==> config.mk <==
export PLATFORM = sky130hd
export DESIGN_NAME = mem_port_arbiter_flat
export DESIGN_NICKNAME = d
export VERILOG_FILES = /design/src/rtl/mem_arb_pkg.sv /design/src/rtl/mem_port_arbiter_if.sv /design/src/rtl/arb_pick.sv /design/src/rtl/mem_port_arbiter.sv /design/src/flat_wrapper.sv
export SDC_FILE = /design/constraint.sdc
export NUM_CORES = 1
export LEC_CHECK = 0
export ABC_AREA = 0
export BUFFER_PORTS_ARGS = -buffer_cell sky130_fd_sc_hd__buf_4
export CORE_AREA = 2 2 337 339
export CTS_BUF_LIST = sky130_fd_sc_hd__clkbuf_8
export CTS_CLUSTER_DIAMETER = 50
export DETAILED_ROUTE_END_ITERATION = 6
export DIE_AREA = 0 0 339 341
export PLACE_DENSITY = 0.41
export SYNTH_ARGS = -nofsm -noshare
export SYNTH_HDL_FRONTEND = slang
export SYNTH_SLANG_ARGS = --single-unit
==> constraint.sdc <==
create_clock -name clk -period 4.67 [get_ports clk]
set_input_delay 1.401 -clock clk [delete_from_list [all_inputs] [get_ports clk]]
set_output_delay 1.401 -clock clk [all_outputs]
set_load 0.005 [all_outputs]
==> src/rtl/mem_arb_pkg.sv <==
// Shared types and widths for the I/D memory port arbiter.
// Widths, FSM state encoding, requester ids, op encoding and the latched request payload.
package mem_arb_pkg;

   localparam int unsigned ADDR_W = 28;
   localparam int unsigned DATA_W = 128;

   typedef enum logic [1:0] {
      IDLE = 2'd0,
      BUSY = 2'd1,
      RESP = 2'd2
   } state_e;

   typedef enum logic {
      REQ_I = 1'b0,
      REQ_D = 1'b1
   } req_id_e;

   typedef enum logic {
      OP_RD = 1'b0,
      OP_WR = 1'b1
   } op_e;

   typedef struct packed {
      op_e               op;
      logic [ADDR_W-1:0] addr;
      logic [DATA_W-1:0] wdata;
   } mem_req_t;

   // A requester raising read and write together is served as a write.
   function automatic op_e decode_op(input logic wr);
      return wr ? OP_WR : OP_RD;
   endfunction

endpackage

==> src/rtl/mem_port_arbiter_if.sv <==
// Block-port handshake bundle, used for both requester sides and the memory side.
interface mem_port_arbiter_if;
   import mem_arb_pkg::*;

   logic              read;
   logic              write;
   logic [ADDR_W-1:0] addr;
   logic [DATA_W-1:0] wdata;
   logic              ready;
   logic [DATA_W-1:0] rdata;

   modport master (output read, output write, output addr, output wdata,
                   input  ready, input  rdata);
   modport slave  (input  read, input  write, input  addr, input  wdata,
                   output ready, output rdata);
endinterface

==> src/rtl/arb_pick.sv <==
// Combinational winner select between the I-side and D-side requesters.
// ARB_ROUND_ROBIN_EN: simultaneous requests go to the side that was not granted last.
module arb_pick
   import mem_arb_pkg::*;
(
   input  logic    i_req,
   input  logic    d_req,
`ifdef ARB_ROUND_ROBIN_EN
   input  req_id_e last_grant,
`endif
   output req_id_e grant_c
);

   always_comb begin
      grant_c = REQ_I;
      if (i_req && d_req) begin
`ifdef ARB_ROUND_ROBIN_EN
         if (last_grant == REQ_I) grant_c = REQ_D;
         else                     grant_c = REQ_I;
`else
         grant_c = REQ_D;
`endif
      end else if (d_req) begin
         grant_c = REQ_D;
      end
   end

endmodule

==> src/rtl/mem_port_arbiter.sv <==
// Serialises I-side and D-side block requests onto one slow memory port.
// Optional ARB_ROUND_ROBIN_EN switches fixed D-over-I priority to alternating grants.
module mem_port_arbiter
   import mem_arb_pkg::*;
(
   input logic                clk,
   input logic                rst_n,
   mem_port_arbiter_if.slave  i_port,
   mem_port_arbiter_if.slave  d_port,
   mem_port_arbiter_if.master mem
);

   state_e            state;
   req_id_e           grant_q;
   req_id_e           pick_c;
   mem_req_t          req_q;
   mem_req_t          sel_c;
   logic              mem_read_q;
   logic              mem_write_q;
   logic              i_ready_q;
   logic              d_ready_q;
   logic [DATA_W-1:0] i_rdata_q;
   logic [DATA_W-1:0] d_rdata_q;
   logic              i_req_c;
   logic              d_req_c;
`ifdef ARB_ROUND_ROBIN_EN
   req_id_e           last_grant_q;
`endif

   assign i_req_c = i_port.read | i_port.write;
   assign d_req_c = d_port.read | d_port.write;

   arb_pick u_arb_pick (
      .i_req      (i_req_c),
      .d_req      (d_req_c),
`ifdef ARB_ROUND_ROBIN_EN
      .last_grant (last_grant_q),
`endif
      .grant_c    (pick_c)
   );

   // Payload of whichever side the arbiter picks this cycle.
   always_comb begin
      sel_c = '{op: decode_op(i_port.write), addr: i_port.addr, wdata: i_port.wdata};
      if (pick_c == REQ_D) begin
         sel_c = '{op: decode_op(d_port.write), addr: d_port.addr, wdata: d_port.wdata};
      end
   end

   // IDLE -> BUSY -> RESP -> IDLE; IDLE always lasts at least one cycle.
   always_ff @(posedge clk) begin
      if (!rst_n) begin
         state       <= IDLE;
         grant_q     <= REQ_I;
         req_q       <= '0;
         mem_read_q  <= 1'b0;
         mem_write_q <= 1'b0;
         i_ready_q   <= 1'b0;
         d_ready_q   <= 1'b0;
         i_rdata_q   <= '0;
         d_rdata_q   <= '0;
`ifdef ARB_ROUND_ROBIN_EN
         last_grant_q <= REQ_I;
`endif
      end else begin
         case (state)
            IDLE: begin
               if (i_req_c || d_req_c) begin
                  grant_q     <= pick_c;
                  req_q       <= sel_c;
                  mem_read_q  <= (sel_c.op == OP_RD);
                  mem_write_q <= (sel_c.op == OP_WR);
`ifdef ARB_ROUND_ROBIN_EN
                  last_grant_q <= pick_c;
`endif
                  state       <= BUSY;
               end
            end
            BUSY: begin
               if (mem.ready) begin
                  mem_read_q  <= 1'b0;
                  mem_write_q <= 1'b0;
                  if (req_q.op == OP_RD) begin
                     if (grant_q == REQ_D) d_rdata_q <= mem.rdata;
                     else                  i_rdata_q <= mem.rdata;
                  end
                  i_ready_q <= (grant_q == REQ_I);
                  d_ready_q <= (grant_q == REQ_D);
                  state     <= RESP;
               end
            end
            RESP: begin
               i_ready_q <= 1'b0;
               d_ready_q <= 1'b0;
               state     <= IDLE;
            end
            default: state <= IDLE;
         endcase
      end
   end

   assign mem.read     = mem_read_q;
   assign mem.write    = mem_write_q;
   assign mem.addr     = req_q.addr;
   assign mem.wdata    = req_q.wdata;
   assign i_port.ready = i_ready_q;
   assign i_port.rdata = i_rdata_q;
   assign d_port.ready = d_ready_q;
   assign d_port.rdata = d_rdata_q;

endmodule
==> src/flat_wrapper.sv <==
// flat-port wrapper written by rule: the top's interface ports become plain ports
module mem_port_arbiter_flat import mem_arb_pkg::*;
  (clk, rst_n, i_port_read, i_port_write, i_port_addr, i_port_wdata, i_port_ready, i_port_rdata, d_port_read, d_port_write, d_port_addr, d_port_wdata, d_port_ready, d_port_rdata, mem_read, mem_write, mem_addr, mem_wdata, mem_ready, mem_rdata);
  mem_port_arbiter_if i_port_i ();
  mem_port_arbiter_if d_port_i ();
  mem_port_arbiter_if mem_i ();
  input logic clk;
  input logic rst_n;
  input wire logic [$bits(i_port_i.read)-1:0] i_port_read;
  input wire logic [$bits(i_port_i.write)-1:0] i_port_write;
  input wire logic [$bits(i_port_i.addr)-1:0] i_port_addr;
  input wire logic [$bits(i_port_i.wdata)-1:0] i_port_wdata;
  output wire logic [$bits(i_port_i.ready)-1:0] i_port_ready;
  output wire logic [$bits(i_port_i.rdata)-1:0] i_port_rdata;
  input wire logic [$bits(d_port_i.read)-1:0] d_port_read;
  input wire logic [$bits(d_port_i.write)-1:0] d_port_write;
  input wire logic [$bits(d_port_i.addr)-1:0] d_port_addr;
  input wire logic [$bits(d_port_i.wdata)-1:0] d_port_wdata;
  output wire logic [$bits(d_port_i.ready)-1:0] d_port_ready;
  output wire logic [$bits(d_port_i.rdata)-1:0] d_port_rdata;
  output wire logic [$bits(mem_i.read)-1:0] mem_read;
  output wire logic [$bits(mem_i.write)-1:0] mem_write;
  output wire logic [$bits(mem_i.addr)-1:0] mem_addr;
  output wire logic [$bits(mem_i.wdata)-1:0] mem_wdata;
  input wire logic [$bits(mem_i.ready)-1:0] mem_ready;
  input wire logic [$bits(mem_i.rdata)-1:0] mem_rdata;
  assign i_port_i.read = i_port_read;
  assign i_port_i.write = i_port_write;
  assign i_port_i.addr = i_port_addr;
  assign i_port_i.wdata = i_port_wdata;
  assign i_port_ready = i_port_i.ready;
  assign i_port_rdata = i_port_i.rdata;
  assign d_port_i.read = d_port_read;
  assign d_port_i.write = d_port_write;
  assign d_port_i.addr = d_port_addr;
  assign d_port_i.wdata = d_port_wdata;
  assign d_port_ready = d_port_i.ready;
  assign d_port_rdata = d_port_i.rdata;
  assign mem_read = mem_i.read;
  assign mem_write = mem_i.write;
  assign mem_addr = mem_i.addr;
  assign mem_wdata = mem_i.wdata;
  assign mem_i.ready = mem_ready;
  assign mem_i.rdata = mem_rdata;
  mem_port_arbiter u_core (.clk(clk), .rst_n(rst_n), .i_port(i_port_i), .d_port(d_port_i), .mem(mem_i));
endmodule
==> metrics.md <==
| Metric | Value |
|---|---|
| CP Data Arrival Time | 1.41 ns |
| Most crowded layer after global routing | met2 |
| Routed WL | 82,000 µm |
| Rows | 123 |
| Post-DP HPWL | 62,700 µm |
| CP startpoint kind | register |
| Finished Core Util | 24.1% |
| VDD IR max | 0.142 mV |
| Antenna-violating nets left | 0 |
| Max-cap viol count | 0 |
| Sink Count | 420 |
| CTS Hold Bufs | 0 |
| Post-Layout Inst Area | 26,900 µm² |
| Die ar. | 116,000 µm² |
| GR Util met3 | 5.25% |
| Initial antenna violation count | 13 |
| Vias per inst | 3.86 |
| CP Class | reg -> out |
| Cell family with most CP delay | flip-flops |
| Largest net degree at the start of global routing | 133 |
| Routed wire per std cell | 19.9 µm |
| Postcts setup bufs | 0 |
| PortBufs | 862 |
| Unrepaired setup endpoints after global routing | false |
| CTS tree | done |
| Dpl cell area | 25,000 µm² |
| Crit path from | u_core.mem.addr[0]$_SDFFE_PN0P_ |
| Synth Area per Inst | 9.64 µm² |
| Share of cells above drive strength 1 | 39.5% |
| Gr ovfl total | 0 |
| Die Width | 339 µm |
| Final min period | 2.81 ns |
| Post-Route Setup TNS | 0 ns |
| Post_cts resized | 0 |
| # H-tree levels | 3 |
| First-pass GRT wire length | 116,000 µm |
| Max FO, Critical Path | 2 |
| Syn Nets | 2,326 |
| Residual DRC | 0 |
| CP max stage cell | dfxtp_1 |
| Pre-CTS setup slack | 1.30 ns |
| Bufs on Longest Clock Path | 3 |
| Status | completed |
| CTS clk-pin slew, worst paths | 0.06 ns |
| Die height | 341 µm |
| Vias in the first global route | 16,229 |
| #FFs+latches synth | 420 |
| PwrDens | 356 nW/µm² |
| M2 GR Usage | 22.8% |
| CP bufs+invs | 1 |
| RePlAce Congestion | 0.813 |
| Gate Count Post-Synth | 1,879 |
| Hold_ws | 0.452 ns |
| Worst path max stage delay | 0.51 ns |
| Synth unique cells | 27 |
| Fmax | 356 MHz |
| Fin crit share | 60.1% |
| CTS root buffer | clkbuf_8 |
| Nets | 3,007 |
| Final WS setup | 1.86 ns |
| Area of the multi-input gates | 7770 µm² |
| Seq/Total Area, Yosys | 46.4% |
| Final setup viols | 0 |
| Data required time of the worst path | 3.27 ns |
| Hold Fails Final Rpt | 0 |
| Clock Skews | 0.0371 ns |
| GRT Util Overall | 13.5% |
| CP cell instances | buf_4 |
| M1 GR Usage | 15.9% |
| Core Region | 112,000 µm² |
| EDFF count, synth | 0 |
| Fill cells | 12,264 |
| Crit path capture type | output port |
| FFs w/ async S/R, synth | 0% |
| Clock Latency Late Sink | 0.69 ns |
| Total CTS buffers | 90 |
| Measured slew at the worst slew-check pin | 0.963 ns |
| Worst hold path type | reg -> reg |
| DR iter-0 viols | 721 |
| Most used DFF post-synth | dfxtp_1 |
| Max-slew violations | 0 |
| Synth-to-Final Area Change | 48.7% |
| Worst hold start | u_core.i_port.rdata[53]$_SDFFE_PN0P_ |
| Initial Utilization | 16.2% |
| Routed via count | 15,954 |
| First-pass detailed-route iteration total | 5 |
| Cell Area, Synth | 18,100 µm² |
| Relative slew slack | 35.8% |
| Commonest cells after routing, fill and taps aside | 892 x buf_4, 420 x dfxtp_1, 412 x mux2i_1 |
| FF+latch area | 8410 µm² |
| # IOs | 863 |
| Most common cell after layout, fill and taps aside | buf_4 |
| Yosys warnings | 0 |
| Leakage power | 12.2 nW |
| Worst R2R Start | u_core.state[0]$_SDFFE_PN0P_ |
==> Yosys cell counts, types with 2 or more instances <==
cell      number  area, µm²
buf_2         49        245
o211ai_1     157       1180
buf_6         14        158
nand2_1      386       1450
a21oi_1        4       20.0
mux2i_1      412       4120
nor2b_1        3       18.8
clkbuf_1      82        308
o21ai_0      118        591
or4_1          2       15.0
nor2_1         5       18.8
dfxtp_1      420       8410
o21ai_1       41        205
o211a_1        2       20.0
buf_4        157       1180
clkbuf_2      13       65.1
nand3_1        4       20.0
==> power breakdown <==
| group | switching [mW] | internal [mW] |
|---|---|---|
| clock network | 1.79 | 2.50 |
| logic | 0.686 | 0.697 |
| registers | 0.131 | 3.79 |
| total | 2.60 | 6.99 |
==> path summary, 6_finish.rpt <==
path / to / slack (ns) / cells after the start
max: mem_addr[0] / 1.86 / 1
min: u_core.i_port.rdata[53]$_SDFFE_PN0P_ / 0.45 / 2
max reg2reg: u_core.d_port.rdata[14]$_SDFFE_PN0P_ / 2.47 / 4
min reg2reg: u_core.i_port.rdata[53]$_SDFFE_PN0P_ / 0.45 / 2
==> logic make-up (layout without fill, tap and decap cells) <==
kind of cell           count (synthesis)  count (layout)  share of synthesized area, %
AO/OA/AOI/OAI                        325             325                          11.3
buffers and inverters                317            1065                          10.8
flip-flops                           420             420                          46.4
multiplexers                         412             412                          22.8
other                                  0               1                             0
AND/OR/NAND/NOR                      405             405                          8.69
==> final cells by class <==
cell class	instances	area share [%]
clock inverters	53	1.69
diodes	1	0.00929
inverters	1	0.0139
multi-input cells	1142	28.9
clock buffers	106	5.42
flip-flops and latches	420	31.2
repair buffers	905	25.8
well taps	1500	6.97
==> registers in the layout, indices dropped and copies added (netlist names) <==
register             count
u_core.d_port.rdata    128
u_core.d_port.ready      1
u_core.grant_q           1
u_core.i_port.rdata    128
u_core.i_port.ready      1
u_core.mem.addr         28
u_core.mem.read          1
u_core.mem.wdata       128
u_core.mem.write         1
u_core.req_q             1
u_core.state             2
==> tightest hold or removal path, delay by kind of cell, from the launching register on <==
kind,cells,cell delay (ns)
flip-flops,1,0.31
multiplexers,1,0.05
AND/OR/NAND/NOR,1,0.05
==> through the flow <==
stage | std cells | total power, mW
2_1_floorplan | 1879 | 4.64
3_3_place_gp | 3968 | 5.42
3_5_place_dp | 3968 | 5.42
4_1_cts | 4127 | 9.81
5_1_grt | 4128 | 10.1
6_report | 4128 | 9.59
==> per-layer routing <==
metal  wire length (µm)  vias up
met4               1750       14
met5                 95        -
met1              33500     7453
met3               7060      124
li1                   -     7743
met2              39500      620
Power figures use the tool's default switching activity.
